===== config.mk =====
export PLATFORM = sky130hd
export DESIGN_NAME = video_control_sequencer
export DESIGN_NICKNAME = d
export VERILOG_FILES = /design/src/rtl/video_ctrl_pkg.sv /design/src/rtl/vctl_rr_arb2.sv /design/src/rtl/video_control_sequencer.sv
export SDC_FILE = /design/constraint.sdc
export NUM_CORES = 1
export LEC_CHECK = 0
export BUFFER_PORTS_ARGS = -buffer_cell sky130_fd_sc_hd__buf_2
export CORE_AREA = 3 3 182 95
export CTS_CLUSTER_SIZE = 24
export DETAILED_ROUTE_END_ITERATION = 8
export DIE_AREA = 0 0 185 98
export PLACE_DENSITY = 0.69
export SYNTH_ARGS = -nofsm -noshare
export SYNTH_HDL_FRONTEND = slang
export SYNTH_SLANG_ARGS = --single-unit
export TNS_END_PERCENT = 5

===== constraint.sdc =====
create_clock -name m_axis_vid_aclk -period 6.49 [get_ports m_axis_vid_aclk]
set_input_delay 0.649 -clock m_axis_vid_aclk [delete_from_list [all_inputs] [get_ports m_axis_vid_aclk]]
set_output_delay 0.649 -clock m_axis_vid_aclk [all_outputs]
set_load 0.01 [all_outputs]

===== src/rtl/video_ctrl_pkg.sv =====
// Shared op codes, colour-mode codes, FSM states and op-classification helpers
// for the video control sequencer.
package video_ctrl_pkg;

  localparam logic [7:0] OP_NOP        = 8'd0;
  localparam logic [7:0] OP_COLORMODE  = 8'd1;
  localparam logic [7:0] OP_DIMENSIONS = 8'd2;
  localparam logic [7:0] OP_PALETTE    = 8'd3;
  localparam logic [7:0] OP_SCALE      = 8'd4;
  localparam logic [7:0] OP_VSYNC      = 8'd5;

  typedef enum logic [31:0] {
    CMODE_INDEXED8 = 32'd0,
    CMODE_RGB565   = 32'd1,
    CMODE_RGB888   = 32'd2,
    CMODE_ARGB8888 = 32'd4
  } color_mode_t;

  typedef enum logic [1:0] {
    ST_IDLE,
    ST_ISSUE,
    ST_GAP,
    ST_FLUSH
  } state_t;

  function automatic logic is_immediate(input logic [7:0] op);
    return (op == OP_PALETTE) || (op == OP_VSYNC);
  endfunction

  function automatic logic is_deferred(input logic [7:0] op);
    return (op == OP_COLORMODE) || (op == OP_DIMENSIONS) || (op == OP_SCALE);
  endfunction

  // Shadow slot index doubles as flush priority: lower slot issues first.
  function automatic logic [1:0] shadow_slot(input logic [7:0] op);
    case (op)
      OP_DIMENSIONS: return 2'd1;
      OP_SCALE:      return 2'd2;
      default:       return 2'd0;
    endcase
  endfunction

  function automatic logic [7:0] slot_op(input logic [1:0] slot);
    case (slot)
      2'd1:    return OP_DIMENSIONS;
      2'd2:    return OP_SCALE;
      default: return OP_COLORMODE;
    endcase
  endfunction

endpackage


===== src/rtl/vctl_rr_arb2.sv =====
// Two-way round-robin arbiter; the pointer only moves when the grant is consumed.
module vctl_rr_arb2 (
  input  logic clk,
  input  logic rst_n,
  input  logic valid0,
  input  logic valid1,
  input  logic advance,
  output logic grant0,
  output logic grant1
);

  // Remembers whether requester 1 won last; reset value favours requester 0.
  logic last1;

  always_ff @(posedge clk or negedge rst_n) begin
    if (!rst_n) begin
      last1 <= 1'b1;
    end else if (advance) begin
      last1 <= grant1;
    end
  end

  assign grant0 = valid0 && (!valid1 || last1);
  assign grant1 = valid1 && !grant0;

endmodule


===== src/rtl/video_control_sequencer.sv =====
// Merges host and palette-engine command streams onto the video command bus,
// holding mode/geometry/scale writes in shadows until the next frame boundary.
module video_control_sequencer
  import video_ctrl_pkg::*;
#(
  parameter int GAP_CYCLES = 1
) (
  input  logic        m_axis_vid_aclk,
  input  logic        aresetn,
  input  logic        req0_valid,
  output logic        req0_ready,
  input  logic [7:0]  req0_op,
  input  logic [31:0] req0_data,
  input  logic        req1_valid,
  output logic        req1_ready,
  input  logic [7:0]  req1_op,
  input  logic [31:0] req1_data,
  input  logic        frame_start,
  output logic [7:0]  control_op,
  output logic [31:0] control_data,
  output logic        busy,
  output logic        shadow_pending,
  output logic [7:0]  drop_cnt
);

  localparam logic [1:0] GAP_FULL = 2'(GAP_CYCLES);
  localparam logic [1:0] GAP_LAST = 2'(GAP_CYCLES - 1);

  state_t           state, state_next;
  logic [1:0]       gap_cnt, gap_cnt_next;
  logic [7:0]       control_op_next;
  logic [31:0]      control_data_next;
  logic [2:0]       shadow_valid, shadow_valid_next;
  logic [2:0][31:0] shadow_data;
  logic             flush_req, flush_next, flush_done;
  logic             ready_en, ready_en_next;
  logic             drop_inc, shadow_wr;
  logic             grant0, grant1, accept;
  logic [7:0]       sel_op;
  logic [31:0]      sel_data;
  logic [1:0]       sel_slot, flush_slot;
  logic             flush_hit;

  vctl_rr_arb2 u_arb (
    .clk     (m_axis_vid_aclk),
    .rst_n   (aresetn),
    .valid0  (req0_valid),
    .valid1  (req1_valid),
    .advance (accept),
    .grant0  (grant0),
    .grant1  (grant1)
  );

  // ready_en is registered; the grant mask only keeps the loser from handshaking.
  assign req0_ready = ready_en && !grant1;
  assign req1_ready = ready_en && !grant0;
  assign accept     = ready_en && (grant0 || grant1);
  assign sel_op     = grant1 ? req1_op   : req0_op;
  assign sel_data   = grant1 ? req1_data : req0_data;
  assign sel_slot   = shadow_slot(sel_op);
  assign flush_hit  = |shadow_valid;
  assign flush_slot = shadow_valid[0] ? 2'd0 : (shadow_valid[1] ? 2'd1 : 2'd2);

  always_comb begin
    state_next        = state;
    gap_cnt_next      = gap_cnt;
    control_op_next   = OP_NOP;
    control_data_next = '0;
    shadow_valid_next = shadow_valid;
    shadow_wr         = 1'b0;
    drop_inc          = 1'b0;
    flush_done        = 1'b0;
    case (state)
      ST_IDLE: begin
        if (flush_req) begin
          if (flush_hit) begin
            control_op_next               = slot_op(flush_slot);
            control_data_next             = shadow_data[flush_slot];
            shadow_valid_next[flush_slot] = 1'b0;
            gap_cnt_next                  = GAP_FULL;
            state_next                    = ST_FLUSH;
          end else begin
            flush_done = 1'b1;
          end
        end else if (accept) begin
          if (is_immediate(sel_op)) begin
            control_op_next   = sel_op;
            control_data_next = sel_data;
            state_next        = ST_ISSUE;
          end else if (is_deferred(sel_op)) begin
            shadow_valid_next[sel_slot] = 1'b1;
            shadow_wr                   = 1'b1;
          end else begin
            drop_inc = 1'b1;
          end
        end
      end
      ST_ISSUE: begin
        gap_cnt_next = GAP_LAST;
        state_next   = ST_GAP;
      end
      ST_GAP: begin
        if (gap_cnt == 2'd0) state_next = ST_IDLE;
        else                 gap_cnt_next = gap_cnt - 2'd1;
      end
      ST_FLUSH: begin
        // gap_cnt counts down the NOPs trailing the command just issued.
        if (gap_cnt != 2'd0) begin
          gap_cnt_next = gap_cnt - 2'd1;
        end else if (flush_hit) begin
          control_op_next               = slot_op(flush_slot);
          control_data_next             = shadow_data[flush_slot];
          shadow_valid_next[flush_slot] = 1'b0;
          gap_cnt_next                  = GAP_FULL;
        end else begin
          flush_done = 1'b1;
          state_next = ST_IDLE;
        end
      end
      default: state_next = ST_IDLE;
    endcase
    // Using the post-write shadow state lets a same-cycle deferred write join the flush.
    flush_next    = (flush_req && !flush_done) || (frame_start && (|shadow_valid_next));
    ready_en_next = (state_next == ST_IDLE) && !flush_next;
  end

  always_ff @(posedge m_axis_vid_aclk or negedge aresetn) begin
    if (!aresetn) begin
      state          <= ST_IDLE;
      gap_cnt        <= '0;
      control_op     <= OP_NOP;
      control_data   <= '0;
      shadow_valid   <= '0;
      shadow_data    <= '0;
      flush_req      <= 1'b0;
      ready_en       <= 1'b0;
      busy           <= 1'b0;
      shadow_pending <= 1'b0;
      drop_cnt       <= '0;
    end else begin
      state          <= state_next;
      gap_cnt        <= gap_cnt_next;
      control_op     <= control_op_next;
      control_data   <= control_data_next;
      shadow_valid   <= shadow_valid_next;
      flush_req      <= flush_next;
      ready_en       <= ready_en_next;
      busy           <= (state_next != ST_IDLE);
      shadow_pending <= |shadow_valid_next;
      if (shadow_wr) shadow_data[sel_slot] <= sel_data;
      if (drop_inc && drop_cnt != 8'hFF) drop_cnt <= drop_cnt + 8'd1;
    end
  end

endmodule


==> results of run 1 <==
sequential cells by signal, indices dropped and copies added, names as in the netlist, 2 cells and up:
name	flops
control_op	8
gap_cnt	2
control_data	32
drop_cnt	8
shadow_valid	3
state	2
shadow_data	96
cells by family (layout without fill, tap and decap cells):
logic type / Yosys count / in the layout
AO/OA/AOI/OAI: 110 / 110
XOR/XNOR: 9 / 9
adder cells (fa/ha/maj): 7 / 7
buffers and inverters: 53 / 185
flip-flops: 156 / 156
multiplexers: 131 / 131
other: 1 / 5
AND/OR/NAND/NOR: 226 / 226
power groups by stage:
stage / Clock [uW] / Combinational, uW / Sequential (uW)
finish: 966 / 431 / 1110
global route: 1020 / 490 / 1120
CTS: 981 / 437 / 1100
detailed placement: 0 / 435 / 1120
global placement: 0 / 424 / 1120
floorplan: 0 / 270 / 1120
stage by stage:
stage,util,setup slack (ps),power [uW],instances,area [sq um]
floorplan,-,4000,1390,697,7430
global placement,0.533,2800,1540,1001,8280
detailed placement,0.533,2770,1560,1001,8280
CTS,0.569,3180,2520,1033,8850
global route,0.569,2850,2630,1033,8850
finish,0.569,3220,2500,1033,8850
cells in the final DEF (no fill, tap or decap), types with 2 or more instances in the layout:
| cell | n |
|---|---|
| nand3_1 | 5 |
| o21a_1 | 2 |
| mux2_1 | 5 |
| clkbuf_16 | 17 |
| nor2_1 | 40 |
| and3_1 | 2 |
| nand4_1 | 4 |
| dfrtp_1 | 153 |
| mux2i_1 | 33 |
| clkinv_2 | 3 |
| o211ai_1 | 2 |
| inv_1 | 11 |
| a21o_1 | 2 |
| dfrtp_2 | 2 |
| a21oi_1 | 11 |
| mux2_2 | 93 |
| o21ai_0 | 43 |
| nand2_1 | 140 |
| buf_2 | 135 |
| buf_4 | 6 |
| a22oi_1 | 33 |
| or4_1 | 3 |
| nand3_2 | 2 |
| nor3b_1 | 6 |
| xor2_1 | 8 |
| inv_6 | 5 |
| or3_1 | 2 |
| o31ai_1 | 2 |
| nor4_1 | 5 |
| conb_1 | 5 |
| nor3_1 | 5 |
| ha_1 | 7 |
| clkinvlp_4 | 2 |
| inv_8 | 2 |
| or3b_2 | 2 |
| and4_1 | 2 |
final cells by class:
| cell class | count | area, sq um | share of cell area |
|---|---|---|---|
| Tap cell | 204 | 255 | 0.0289 |
| Timing Repair Buffer | 142 | 732 | 0.0827 |
| Inverter | 11 | 41.3 | 0.00467 |
| Multi-Input combinational cell | 488 | 3350 | 0.378 |
| Clock inverter | 14 | 135 | 0.0153 |
| Sequential cell | 156 | 3910 | 0.442 |
| Clock buffer | 18 | 429 | 0.0485 |
routing by layer:
layer	vias up	global-route usage	part of all wire
met4	0	0.0576	0.0097
met3	15	0.0402	0.040
met5	-	0	0
met1	2758	0.250	0.45
li1	2661	-	-
met2	112	0.320	0.50
critical path, stage by stage (launching register included):
cell       delay [ps]
dfrtp_1           410
inv_1             120
ha_1              360
o2111ai_1         370
nor3_1            430
nand3_2           830
mux2_1            620
path summary, 6_finish.rpt:
check | to | start | slack [ps] | cells past startpoint
max in group asynchronous | shadow_valid[1] | aresetn | 4830 | 2
min in group m_axis_vid_aclk | u_arb.last1 | req0_valid | 490 | 2
hold / removal | control_op[7] | aresetn | 300 | 1
hold reg to reg | shadow_data[64] | shadow_data[64] | 500 | 1
setup reg to reg | shadow_data[56] | state[0] | 3220 | 6
setup / recovery | shadow_data[56] | state[0] | 3220 | 6
==> results by group, run 1 <==
Run status
  • Status: completed

Route
  • Routed WL: 16600 um
  • Via count: 5546
  • Post-DR wirelength/cell: 16.1 um
  • Initial DRT Pass Iterations: 5
  • Via density: 5.37
  • ANT nets after route: 0
  • DR iter-0 viols: 333
  • DR DRC count: 0

Clocking
  • Clk Latency, worst-skew pair: 420 ps
  • H-tree depth: 4
  • Clk sinks: 156
  • CTS tree: built
  • CTS Hold Buffers Added: 0
  • Largest buffer count on any clock path: 2
  • Post-CTS Resized: 0
  • Reg clk slew, reported paths: 60 ps
  • CTS root buf: clkbuf_16
  • Postcts setup bufs: 0
  • Num CTS Buffers: 17

Place
  • Placed wire-length estimate: 10300 um
  • Port bufs: 136
  • Placer Congestion: 0.799

GRT
  • Initial antenna violation count: 0
  • GRT Resource Usage Total: 0.190
  • Vias in the first global route: 5677
  • Largest net degree at the start of global routing: 97
  • First-pass GRT wire length: 27800 um
  • Remaining global-route overflow: 0

Logic synthesis
  • Mapped Area: 7410 sq um
  • Cell taking the most area after synthesis: dfrtp_1
  • Synth top area cells: dfrtp_1 52%, mux2_2 14%, nand2_1 7.1%, mux2i_1 4.5%, a22oi_1 3.3%
  • Synth Register Bits: 156
  • Area share of the largest cell type after synthesis: 0.523
  • Most frequent cell after synthesis: dfrtp_1
  • Yosys warning count: 0
  • Simple-gate share of the synthesized area: 0.132
  • Synthesized instance count: 693
  • Avg Cell Area, Syn: 10.7 sq um
  • Synth Area in Adders: 0.0118
  • Register area share after synthesis: 0.527
  • Synth unique cells: 53
  • Asr flop ratio synth: 1.00
  • Largest family of logic cells by synthesized area: multiplexers
  • Synth Flop Type: dfrtp_1
  • Multiplexer share of the synthesized area: 0.193
  • Most common library cells after synthesis: 155 x dfrtp_1, 140 x nand2_1, 93 x mux2_2
  • Xor/xnor cell area share of the yosys netlist: 0.0106
  • Complex-gate fraction of the synthesized area: 0.0957
  • Post-synth EDFFs: 0

Power
  • Clock share of power: 0.386
  • Leakage: 0.00455 uW
  • Switching pwr: 755 uW
  • PD cells: 283 nW/um^2
  • Internal power: 1750 uW
  • Peak supply drop: 0.000163 V
  • Switching share of power: 0.302
  • Comb pwr share: 0.172
  • Register share of total power: 0.442

Floorplan
  • Initial Utilization: 0.477
  • Die H: 98 um
  • Core area: 15500 sq um
  • Number of I/O pins: 137
  • Die W: 185 um
  • Die area: 18100 sq um
  • Cell row count: 32

Flow run
  • Maxcap violations: 0

Finish
  • Share of cells above drive strength 1: 0.339
  • Total Nets Final: 908
  • Ant diodes: 0
  • Fillcell total: 1363
  • Area Growth Syn to Fin: 19.3%

STA
  • Hold WS: 303 ps
  • Setup Skew: 10.7 ps
  • Crit path time final: 3270 ps
  • Period utilisation layout: 0.504
  • Final setup viols: 0
  • Setup TNS: 0 ps
  • Fmax: 306 MHz
  • RSZ-0062 raised after global routing: false
  • Final Hold Viols: 0
  • Slew headroom: 0.236
  • Pins Over Slew Limit: 0
  • Worst slew pin tran: 1140 ps

Critical path
  • Setup CP Type: register to register
  • Worst Path Arrival: 3570 ps
  • Critical Path Fanout Max: 32
  • Setup crit start kind: register
  • Crit. End Element: register
  • Critical Path RT: 6790 ps

Hold path
  • Worst min-delay path class: primary input to async pin
No activity file was read; power rests on OpenSTA's default activity.
==> inputs of run 2 (changes only) <==
Settings changed: PLACE_DENSITY 0.69 to 0.71.
Clock period 6.49 ns to 2.8 ns, I/O delays scaled along.
==> run 2 against run 1 <==
Combinational power up 140%. Sequential share of layout area down 0.58 points. Clock-buffer cell count unchanged. Worst setup slack worse by 2900 ps. Total power up 130%.
==> results by group, run 2 (same netlist as run 1, synthesis figures left out) <==
STA
  • Setup Skew: 13.0 ps
  • Final Hold Viols: 0
  • Hold WS: 114 ps
  • Post-route setup slack: 296 ps
  • RSZ-0062 raised after global routing: false
  • Final setup viols: 0
  • Worst slew pin tran: 685 ps
  • Fmax: 399 MHz
  • Pins Over Slew Limit: 0
  • Slew headroom: 0.543
  • Crit path time final: 2500 ps
  • Setup TNS: 0 ps
  • Period utilisation layout: 0.894

Power
  • PD cells: 647 nW/um^2
  • Leakage: 0.00462 uW
  • Peak supply drop: 0.000417 V

Route
  • Post-DR wirelength/cell: 16.4 um
  • ANT nets after route: 0
  • DR iter-0 viols: 363
  • Via count: 5606
  • Via density: 5.36
  • Routed WL: 17200 um
  • Initial DRT Pass Iterations: 5
  • DR DRC count: 0

Clocking
  • Clk sinks: 156
  • Num CTS Buffers: 17
  • Postcts setup bufs: 0
  • CTS root buf: clkbuf_16
  • Post-CTS Resized: 0
  • Reg clk slew, reported paths: 70 ps
  • CTS Hold Buffers Added: 1
  • Largest buffer count on any clock path: 2
  • CTS tree: built
  • Clk Latency, worst-skew pair: 410 ps
  • H-tree depth: 4

GRT
  • Remaining global-route overflow: 0
  • First-pass GRT wire length: 28600 um
  • GRT Resource Usage Total: 0.195
  • Initial antenna violation count: 0
  • Vias in the first global route: 5655
  • Largest net degree at the start of global routing: 72

Floorplan
  • Number of I/O pins: 137
  • Die W: 185 um
  • Core area: 15500 sq um
  • Die area: 18100 sq um
  • Die H: 98 um
  • Cell row count: 32
  • Initial Utilization: 0.477

Place
  • Port bufs: 136
  • Pre-CTS setup slack: 297 ps
  • Placed wire-length estimate: 11200 um
  • Placer Congestion: 0.854

Finish
  • Fillcell total: 1343
  • Ant diodes: 0
  • Max FFs per register: 96
  • Commonest non-fill, non-tap cells in the layout: 153 x dfrtp_1, 140 x nand2_1, 135 x buf_2
  • Total Nets Final: 921
  • Commonest non-fill, non-tap cell in the layout: dfrtp_1
  • Share of cells above drive strength 1: 0.349
  • Largest register by flop count: shadow_data
  • Largest registers: shadow_data: 96 flops, control_data: 32 flops
  • Area Growth Syn to Fin: 20.9%

Critical path
  • Crit. End Element: register
  • Critical Path Fanout Max: 7
  • Setup CP Type: register to register
  • Worst Path Arrival: 2790 ps
  • CP max-delay cell: or4_1
  • Flop2flop setup slack: 300 ps
  • Critical path's largest stage delay: 600 ps
  • FF-to-FF path depth: 6
  • CP endpoint: drop_cnt[1]
  • Reg2reg end: drop_cnt[1]
  • Setup crit start kind: register
  • Crit path from: u_arb.last1
  • Crit-path cells: a21bo_2, nor3_1, a22o_1, or4_1, or2_1, mux2_1
  • Critical Path RT: 3090 ps
  • Worst reg2reg startpoint: u_arb.last1

Flow run
  • Maxcap violations: 0

Hold path
  • Worst min-delay path class: primary input to register

Run status
  • Status: completed
==> run 2: final cells by class <==
| type | instances | area [sq um] | area share |
|---|---|---|---|
| clock inverter | 14 | 125 | 0.0140 |
| clock buffer | 18 | 439 | 0.0490 |
| sequential | 156 | 3910 | 0.436 |
| inverter | 11 | 41.3 | 0.00461 |
| multi-input combinational | 488 | 3350 | 0.374 |
| timing repair buffer | 155 | 845 | 0.0942 |
| tap | 204 | 255 | 0.0285 |
==> run 2: how the worst min path moves through the flow <==
stage | depth (start not counted) | to | from
global route | 3 | flush_req | frame_start
finish | 3 | flush_req | frame_start
detailed placement | 1 | control_data[5] | aresetn
global placement | 1 | control_data[5] | aresetn
floorplan | 0 | busy | aresetn
CTS | 3 | flush_req | frame_start
==> run 2: stage by stage <==
stage,total power [uW],utilization,cell area (sq um),instances
final,5800,0.577,8960,1046
after global placement,3600,0.540,8390,1013
after global routing,6090,0.577,8960,1046
after detailed placement,3650,0.540,8390,1013
after floorplan,3220,-,7430,697
after CTS,5860,0.577,8960,1046
==> run 2: power by group <==
group / switching, uW / internal (uW)
registers: 136 / 2420
logic: 647 / 402
clock network: 1000 / 1200
total: 1780 / 4020
==> run 2: routing by layer <==
metal  track usage  vias to the layer above  routed length [um]
li1              -                     2683                   -
met1         0.263                     2780                7820
met4        0.0518                        0                 150
met5             0                        -                   0
met3        0.0320                       14                 727
met2         0.330                      129                8490
==> run 2: worst max-delay path: cells and delay by family (launching register included) <==
family | cells | cell delay (ps)
AND/OR/NAND/NOR | 3 | 1020
flip-flops | 1 | 580
AO/OA/AOI/OAI | 2 | 460
multiplexers | 1 | 330
